===== config.mk =====
export PLATFORM = sky130hd
export DESIGN_NAME = uart_tx_arbiter
export DESIGN_NICKNAME = d
export VERILOG_FILES = /design/src/rtl/uart_tx_arbiter.sv
export SDC_FILE = /design/constraint.sdc
export NUM_CORES = 1
export LEC_CHECK = 0
export CORE_MARGIN = 1
export CORE_UTILIZATION = 28
export CTS_CLUSTER_SIZE = 25
export DETAILED_ROUTE_END_ITERATION = 8
export MAX_ROUTING_LAYER = met4
export PLACE_DENSITY = 0.74
export SLEW_MARGIN = 5
export SYNTH_ARGS = -nofsm -noshare
export SYNTH_HDL_FRONTEND = slang
export SYNTH_SLANG_ARGS = --single-unit

===== constraint.sdc =====
create_clock -name clk_i -period 1.7 [get_ports clk_i]
set_clock_uncertainty 0.15 [all_clocks]
set_input_delay 0.51 -clock clk_i [delete_from_list [all_inputs] [get_ports clk_i]]
set_output_delay 0.51 -clock clk_i [all_outputs]
set_load 0.1 [all_outputs]

===== src/rtl/uart_tx_arbiter.sv =====
// Round-robin arbiter sharing one UART transmitter and its holding register
// between N_REQ byte producers. One frame at a time: pick a requester, load
// its byte into the holding register, pulse tx start, wait for tx done.
module uart_tx_arbiter #(
    parameter  int D_BIT = 8,
    parameter  int N_REQ = 4,
    localparam int G_W   = $clog2(N_REQ)
) (
    input  logic                   clk_i,
    input  logic                   rst_ni,
    input  logic [N_REQ-1:0]       req_i,
    input  logic [N_REQ*D_BIT-1:0] din_i,
    output logic [N_REQ-1:0]       ack_o,
    output logic                   reg_en_o,
    output logic [D_BIT-1:0]       reg_d_o,
    output logic                   tx_start_o,
    input  logic                   tx_done_tick_i,
    output logic                   busy_o,
    output logic [G_W-1:0]         grant_id_o
);

    // One extra bit so last+k (k up to N_REQ) never overflows before the wrap.
    localparam int S_W = G_W + 1;

    typedef enum logic [1:0] {
        ST_IDLE,
        ST_LOAD,
        ST_START,
        ST_WAIT
    } state_t;

    state_t         state_q, state_d;
    logic [G_W-1:0] last_q, last_d;
    logic [G_W-1:0] grant_q, grant_d;

    logic           found;
    logic [G_W-1:0] pick;
    logic [S_W-1:0] sum;
    logic           req_granted;

    // Granted requester still asking in LOAD: byte is accepted this cycle.
    assign req_granted = req_i[grant_q];

    // Round-robin search: first pending requester after last, wrapping.
    always_comb begin
        found = 1'b0;
        pick  = '0;
        sum   = '0;
        for (int k = 1; k <= N_REQ; k++) begin
            sum = {1'b0, last_q} + S_W'(k);
            if (sum >= S_W'(N_REQ)) begin
                sum = sum - S_W'(N_REQ);
            end
            if (!found && req_i[sum[G_W-1:0]]) begin
                found = 1'b1;
                pick  = sum[G_W-1:0];
            end
        end
    end

    // State register; last starts at N_REQ-1 so requester 0 has first priority.
    always_ff @(posedge clk_i or negedge rst_ni) begin
        if (!rst_ni) begin
            state_q <= ST_IDLE;
            last_q  <= G_W'(N_REQ - 1);
            grant_q <= '0;
        end else begin
            state_q <= state_d;
            last_q  <= last_d;
            grant_q <= grant_d;
        end
    end

    // Next-state logic; last only advances once a frame has fully completed.
    always_comb begin
        state_d = state_q;
        last_d  = last_q;
        grant_d = grant_q;
        case (state_q)
            ST_IDLE: begin
                if (found) begin
                    grant_d = pick;
                    state_d = ST_LOAD;
                end
            end
            ST_LOAD: begin
                // A dropped request is abandoned without touching last.
                state_d = req_granted ? ST_START : ST_IDLE;
            end
            ST_START: begin
                state_d = ST_WAIT;
            end
            ST_WAIT: begin
                if (tx_done_tick_i) begin
                    last_d  = grant_q;
                    state_d = ST_IDLE;
                end
            end
            default: begin
                state_d = ST_IDLE;
            end
        endcase
    end

    // Output decode: single-cycle pulses derived from the one-cycle states.
    always_comb begin
        reg_en_o   = (state_q == ST_LOAD) && req_granted;
        tx_start_o = (state_q == ST_START);
        busy_o     = (state_q != ST_IDLE);
        ack_o      = '0;
        for (int i = 0; i < N_REQ; i++) begin
            ack_o[i] = reg_en_o && (grant_q == G_W'(i));
        end
    end

    assign reg_d_o    = din_i[grant_q*D_BIT +: D_BIT];
    assign grant_id_o = grant_q;

endmodule

==> results of run 1 <==
-- final cells by class --
class                      instances  area (sq um)
fill                             140           429
tap                               27          33.8
sequential                         6           160
timing repair buffer              78           912
clock buffer                       4          26.3
multi-input combinational         48           500
-- repair_timing --
item / 4_1_cts / 5_1_grt
pin swaps: 2 / 1
endpoints found under the hold margin: 0 / 0
setup buffers: 5 / 0
setup endpoints to repair: 19 / 17
resized for setup: 51 / 1
-- worst max-delay path: stages (launching register included) --
cell,delay (ns)
dfrtp_4,0.46
buf_6,0.12
mux4_2,0.54
buf_12,0.19
-- cells by family (layout without fill, tap and decap cells) --
| group | after synthesis | after routing | share of synthesized area |
|---|---|---|---|
| flops | 6 | 6 | 0.237 |
| compound gates | 12 | 12 | 0.119 |
| xor+xnor | 1 | 1 | 0.0136 |
| simple gates | 24 | 24 | 0.210 |
| buf+inv | 5 | 82 | 0.0584 |
| mux | 11 | 11 | 0.362 |
-- cells in the mapped netlist, drive strengths merged --
library cell  n  share of area
a21oi         3          0.023
nand2b        2          0.019
o21ai         4          0.031
nor2b         3          0.029
nor3b         1          0.012
a221oi        1          0.014
and4          1          0.014
nor2          4          0.027
xnor2         1          0.014
nor4b         1          0.014
dfstp         2          0.082
o22a          1          0.014
dfrtp         4           0.16
clkbuf        1         0.0078
and4b         1          0.016
mux4          9           0.33
mux2          2          0.035
a32oi         1          0.014
buf           4          0.051
nand2         7          0.041
o211ai        1          0.012
nor4          1         0.0097
o21a          1          0.012
nand3         1         0.0078
nor3          1         0.0078
or2           1          0.014
-- worst paths after layout --
| check | start | endpoint | slack (ns) | cells after the start |
|---|---|---|---|---|
| worst max register to register | state_q[0]$_DFFE_PN0P_ | grant_id_o[1]$_DFFE_PN0P_ | 0.16 | 5 |
| worst max-delay path | grant_id_o[0]$_DFFE_PN0P_ | reg_d_o[2] | -0.51 | 3 |
| min in group clk_i | register | register | 0.48 | 2 |
| max in group asynchronous | rst_ni | last_q[0]$_DFFE_PN1P_ | 0.74 | 1 |
| worst min-delay path | rst_ni | grant_id_o[1]$_DFFE_PN0P_ | 0.36 | 1 |
| worst min register to register | register | register | 0.48 | 2 |
-- metrics by stage --
stage	util	TNS, ns	instances	area [sq um]
final	0.792	-6.70	163	1630
after detailed placement	0.763	-8.53	154	1570
after global routing	0.792	-7.46	163	1630
after global placement	0.763	-8.27	154	1570
after floorplan	-	-8.43	59	701
after CTS	0.789	-6.96	163	1630
-- layer usage --
metal / share of wire / vias up / global-route usage
li1: - / 387 / -
met1: 0.34 / 403 / 0.264
met2: 0.55 / 44 / 0.491
met3: 0.093 / 4 / 0.0556
met4: 0.012 / 0 / 0.0714
met5: 0 / - / -
==> run summary, run 1 <==
clk slew on worst S/H paths: 0.06 ns
CTS H-tree lvls: 1
CP Class: reg2out
Final Slew Violations: 0
die width: 49.9 um
fmax: 451 MHz
Area growth syn-to-layout: 154%
commonest non-fill, non-tap cell in the layout: dlygate4sd2_1
largest net degree at the start of global routing: 9
first-pass GRT wire length: 4.62 mm
Setup crit end kind: primary output
slew of the pin with the lowest slew margin: 0.311 ns
drt via density: 5.14
RSZ-0062 raised after global routing: true
starting density of the core: 0.312
Core Footprint: 2060 sq um
final wirelength: 2.88 mm
TritonCTS Buffers: 3
vias in the first global route: 922
Bufs on Longest Clock Path: 2
WHS: 0.361 ns
Worst Slack Setup Final: -0.515 ns
most frequent cells in the layout: dlygate4sd2_1, buf_12, buf_4
# rows: 16
Distinct cells, synth: 30
drc violations: 0
GRT Total Usage: 0.259
IO Port Bufs: 55
post-layout min period: 2.21 ns
final period utilization: 1.30
Relative slew margins: 0.792
MaxCap Viol Count: 0
Critical Path AT: 1.55 ns
Die Area: 2490 sq um
# IOs: 56
total number of vias: 838
post-synthesis sequential element count: 6
worst slack, placed: -0.697 ns
Seq/Total Area, Yosys: 0.237
n_diodes: 0
DRT iter0 DRCs: 26
Fin. Hold Viols: 0
total gr overflow: 0
post-cts hold buffer count: 0
Post-Syn Nets: 98
antenna violations before repair: 0
Critical Path RT: 1.04 ns
Netlist Area Pre-Place: 643 sq um
final setup vio count: 17
gp weighted congestion: 0.785
Die H: 49.9 um
share of cells above drive strength 1: 0.500
CP startpoint kind: register
Worst-Skew Late Latency: 0.25 ns
CTS sink cnt: 6
Max FO, Critical Path: 5
syn avg cell area: 10.9 sq um
Cells after Synth: 59
ANT nets after route: 0
WL/cell: 17.7 um
TritonRoute pass-1 iters: 4
Layout Nets: 176
outcome: complete, but fails checks
CTS root buffer: clkbuf_4
failing checks: setup timing
Synth warnings: 0
HPWL after DPL: 2.26 mm
Hold/Removal Path Class: in2async
CTS tree: done
Power of run 1 is left out: the tool's default activity adds up to more than one toggle a clock period on the data nets, which glitch-free logic cannot reach.
==> inputs of run 2 (changes only) <==
--- a/config.mk
+++ b/config.mk
@@ -6,12 +6,13 @@
 export NUM_CORES = 1
 export LEC_CHECK = 0
 export CORE_MARGIN = 1
-export CORE_UTILIZATION = 28
+export CORE_UTILIZATION = 31
 export CTS_CLUSTER_SIZE = 25
 export DETAILED_ROUTE_END_ITERATION = 8
 export MAX_ROUTING_LAYER = met4
-export PLACE_DENSITY = 0.74
+export PLACE_DENSITY = 0.77
 export SLEW_MARGIN = 5
 export SYNTH_ARGS = -nofsm -noshare
 export SYNTH_HDL_FRONTEND = slang
 export SYNTH_SLANG_ARGS = --single-unit
+export TNS_END_PERCENT = 30
==> constraint.sdc (replaced) <==
create_clock -name clk_i -period 2.45 [get_ports clk_i]
set_clock_uncertainty 0.15 [all_clocks]
set_input_delay 0.735 -clock clk_i [delete_from_list [all_inputs] [get_ports clk_i]]
set_output_delay 0.735 -clock clk_i [all_outputs]
set_load 0.1 [all_outputs]
==> run summary, run 2 (same netlist as run 1, synthesis figures left out) <==
outcome: complete, but fails checks
failing checks: setup timing
# rows: 16 (unchanged)
drt via density: 5.00 (-2.7%)
drc violations: 0 (unchanged)
Final Slew Violations: 0 (unchanged)
CP Class: in2out
CP startpoint: req_i[3]
Critical Path RT: 1.56 ns (+0.52 ns)
CTS H-tree lvls: 1 (unchanged)
RSZ-0062 raised after global routing: true
worst slack, placed: -0.458 ns (+0.239 ns)
Fin. Hold Viols: 0 (unchanged)
Worst-Skew Late Latency: 0.24 ns (about the same)
first-pass GRT wire length: 3.33 mm (-28%)
Core Util, Final: 0.745 (-0.0470)
Area growth syn-to-layout: 127%
final setup vio count: 8 (-9)
DRT iter0 DRCs: 5 (-81%)
post-layout min period: 2.51 ns
Die Area: 2260 sq um (-9.3%)
final setup TNS: -0.191 ns (+6.51 ns)
CTS root buffer: clkbuf_4
MaxCap Viol Count: 0 (unchanged)
Hold Path Stages: 1
CP max stage delay: 0.48 ns (-0.06 ns)
hold_sp: state_q[0]$_DFFE_PN0P_
TritonCTS Buffers: 3 (unchanged)
IO Port Bufs: 55 (unchanged)
# IOs: 56 (unchanged)
ANT nets after route: 0 (unchanged)
n_diodes: 0 (unchanged)
vias in the first global route: 734 (-20%)
die width: 47.5 um (-4.8%)
Relative slew margins: 0.714 (-0.0781)
final wirelength: 2.44 mm (-15%)
total number of vias: 750 (-11%)
Bufs on Longest Clock Path: 2 (unchanged)
fmax: 398 MHz
largest net degree at the start of global routing: 17 (+8)
Fill cells: 161 (+15%)
most frequent cells in the layout: clkdlybuf4s15_1, buf_12, buf_2
Setup crit end kind: primary output
Layout Nets: 163 (-7.4%)
Hold/Removal Path Class: reg2reg
final period utilization: 1.02
CP cell instances: buf_6 > mux4_2 > nand2_2 > nor2_4 > buf_12
Core Footprint: 1960 sq um (-4.9%)
Die H: 47.5 um (-4.8%)
antenna violations before repair: 0 (unchanged)
Worst Slack Setup Final: -0.0602 ns (+0.455 ns)
clk slew on worst S/H paths: 0.04 ns (-0.02 ns)
Max FO, Critical Path: 2 (-3)
CP max stage cell: mux4_2
Multi-input gate area: 483 sq um (-3.5%)
TritonRoute pass-1 iters: 3 (-1)
commonest non-fill, non-tap cell in the layout: clkdlybuf4s15_1
Worst Reg-to-Reg Cells: 4 (-1)
gp weighted congestion: 0.833 (+6.1%)
CP startpoint kind: primary input
GRT Total Usage: 0.215 (-0.0436)
Storage cell area: 160 sq um (unchanged)
starting density of the core: 0.328 (+0.0159)
share of cells above drive strength 1: 0.537 (+0.0366)
WL/cell: 16.3 um (-8.0%)
CTS tree: done
CTS sink cnt: 6 (unchanged)
Critical Path AT: 1.63 ns (+0.08 ns)
total gr overflow: 0 (unchanged)
slew of the pin with the lowest slew margin: 0.425 ns (+0.114 ns)
WHS: 0.495 ns (+0.133 ns)
[run 2: cell types whose count changed in the layout (fill, tap and decap cells not counted), moves of 2 or more]
cell	before	now
dlygate4sd2_1	35	0
buf_4	11	9
buf_2	0	10
buf_12	19	17
buf_6	10	4
clkdlybuf4s15_1	1	22
[run 2: layout make-up]
type / count / area share
Timing Repair Buffer: 65 / 0.519
Multi-Input combinational cell: 48 / 0.330
Sequential cell: 6 / 0.110
Tap cell: 27 / 0.0231
Clock buffer: 4 / 0.0180
[run 2: path summary, 6_finish.rpt]
| path | to | slack [ns] |
|---|---|---|
| worst max-delay path | reg_en_o | -0.06 |
| worst min-delay path | state_q[0]$_DFFE_PN0P_ | 0.49 |
| worst max register to register | grant_id_o[1]$_DFFE_PN0P_ | 0.97 |
| worst min register to register | state_q[0]$_DFFE_PN0P_ | 0.49 |
| max in group asynchronous | last_q[0]$_DFFE_PN1P_ | 1.29 |
| min in group asynchronous | grant_id_o[0]$_DFFE_PN0P_ | 0.58 |
[run 2: critical path, delay by kind of cell]
family	cells	cell delay, ns
mux	1	0.48
simple gates	2	0.15
buf+inv	2	0.26
[run 2: metal layers]
layer  up-vias  part of all wire  global-route usage
met3         0             0.077              0.0491
met4         0                 0              0.0333
met2        29              0.56               0.411
met1       357              0.36               0.228
met5         -                 0                   -
li1        364                 -                   -
[run 2: per-stage QoR]
| step | area [sq um] | cells |
|---|---|---|
| 2_1_floorplan | 689 | 59 |
| 4_1_cts | 1440 | 149 |
| 3_3_place_gp | 1440 | 141 |
| 6_report | 1460 | 150 |
| 5_1_grt | 1460 | 150 |
| 3_5_place_dp | 1440 | 141 |
[run 2: what timing repair did]
item / in CTS / in global routing
setup endpoints to repair: 13 / 10
resized for setup: 97 / 2
buffers inserted: 4 / 1
pin swaps: 2 / 1
hold buffers: 0 / 0
Power of run 2 is left out for the same reason.
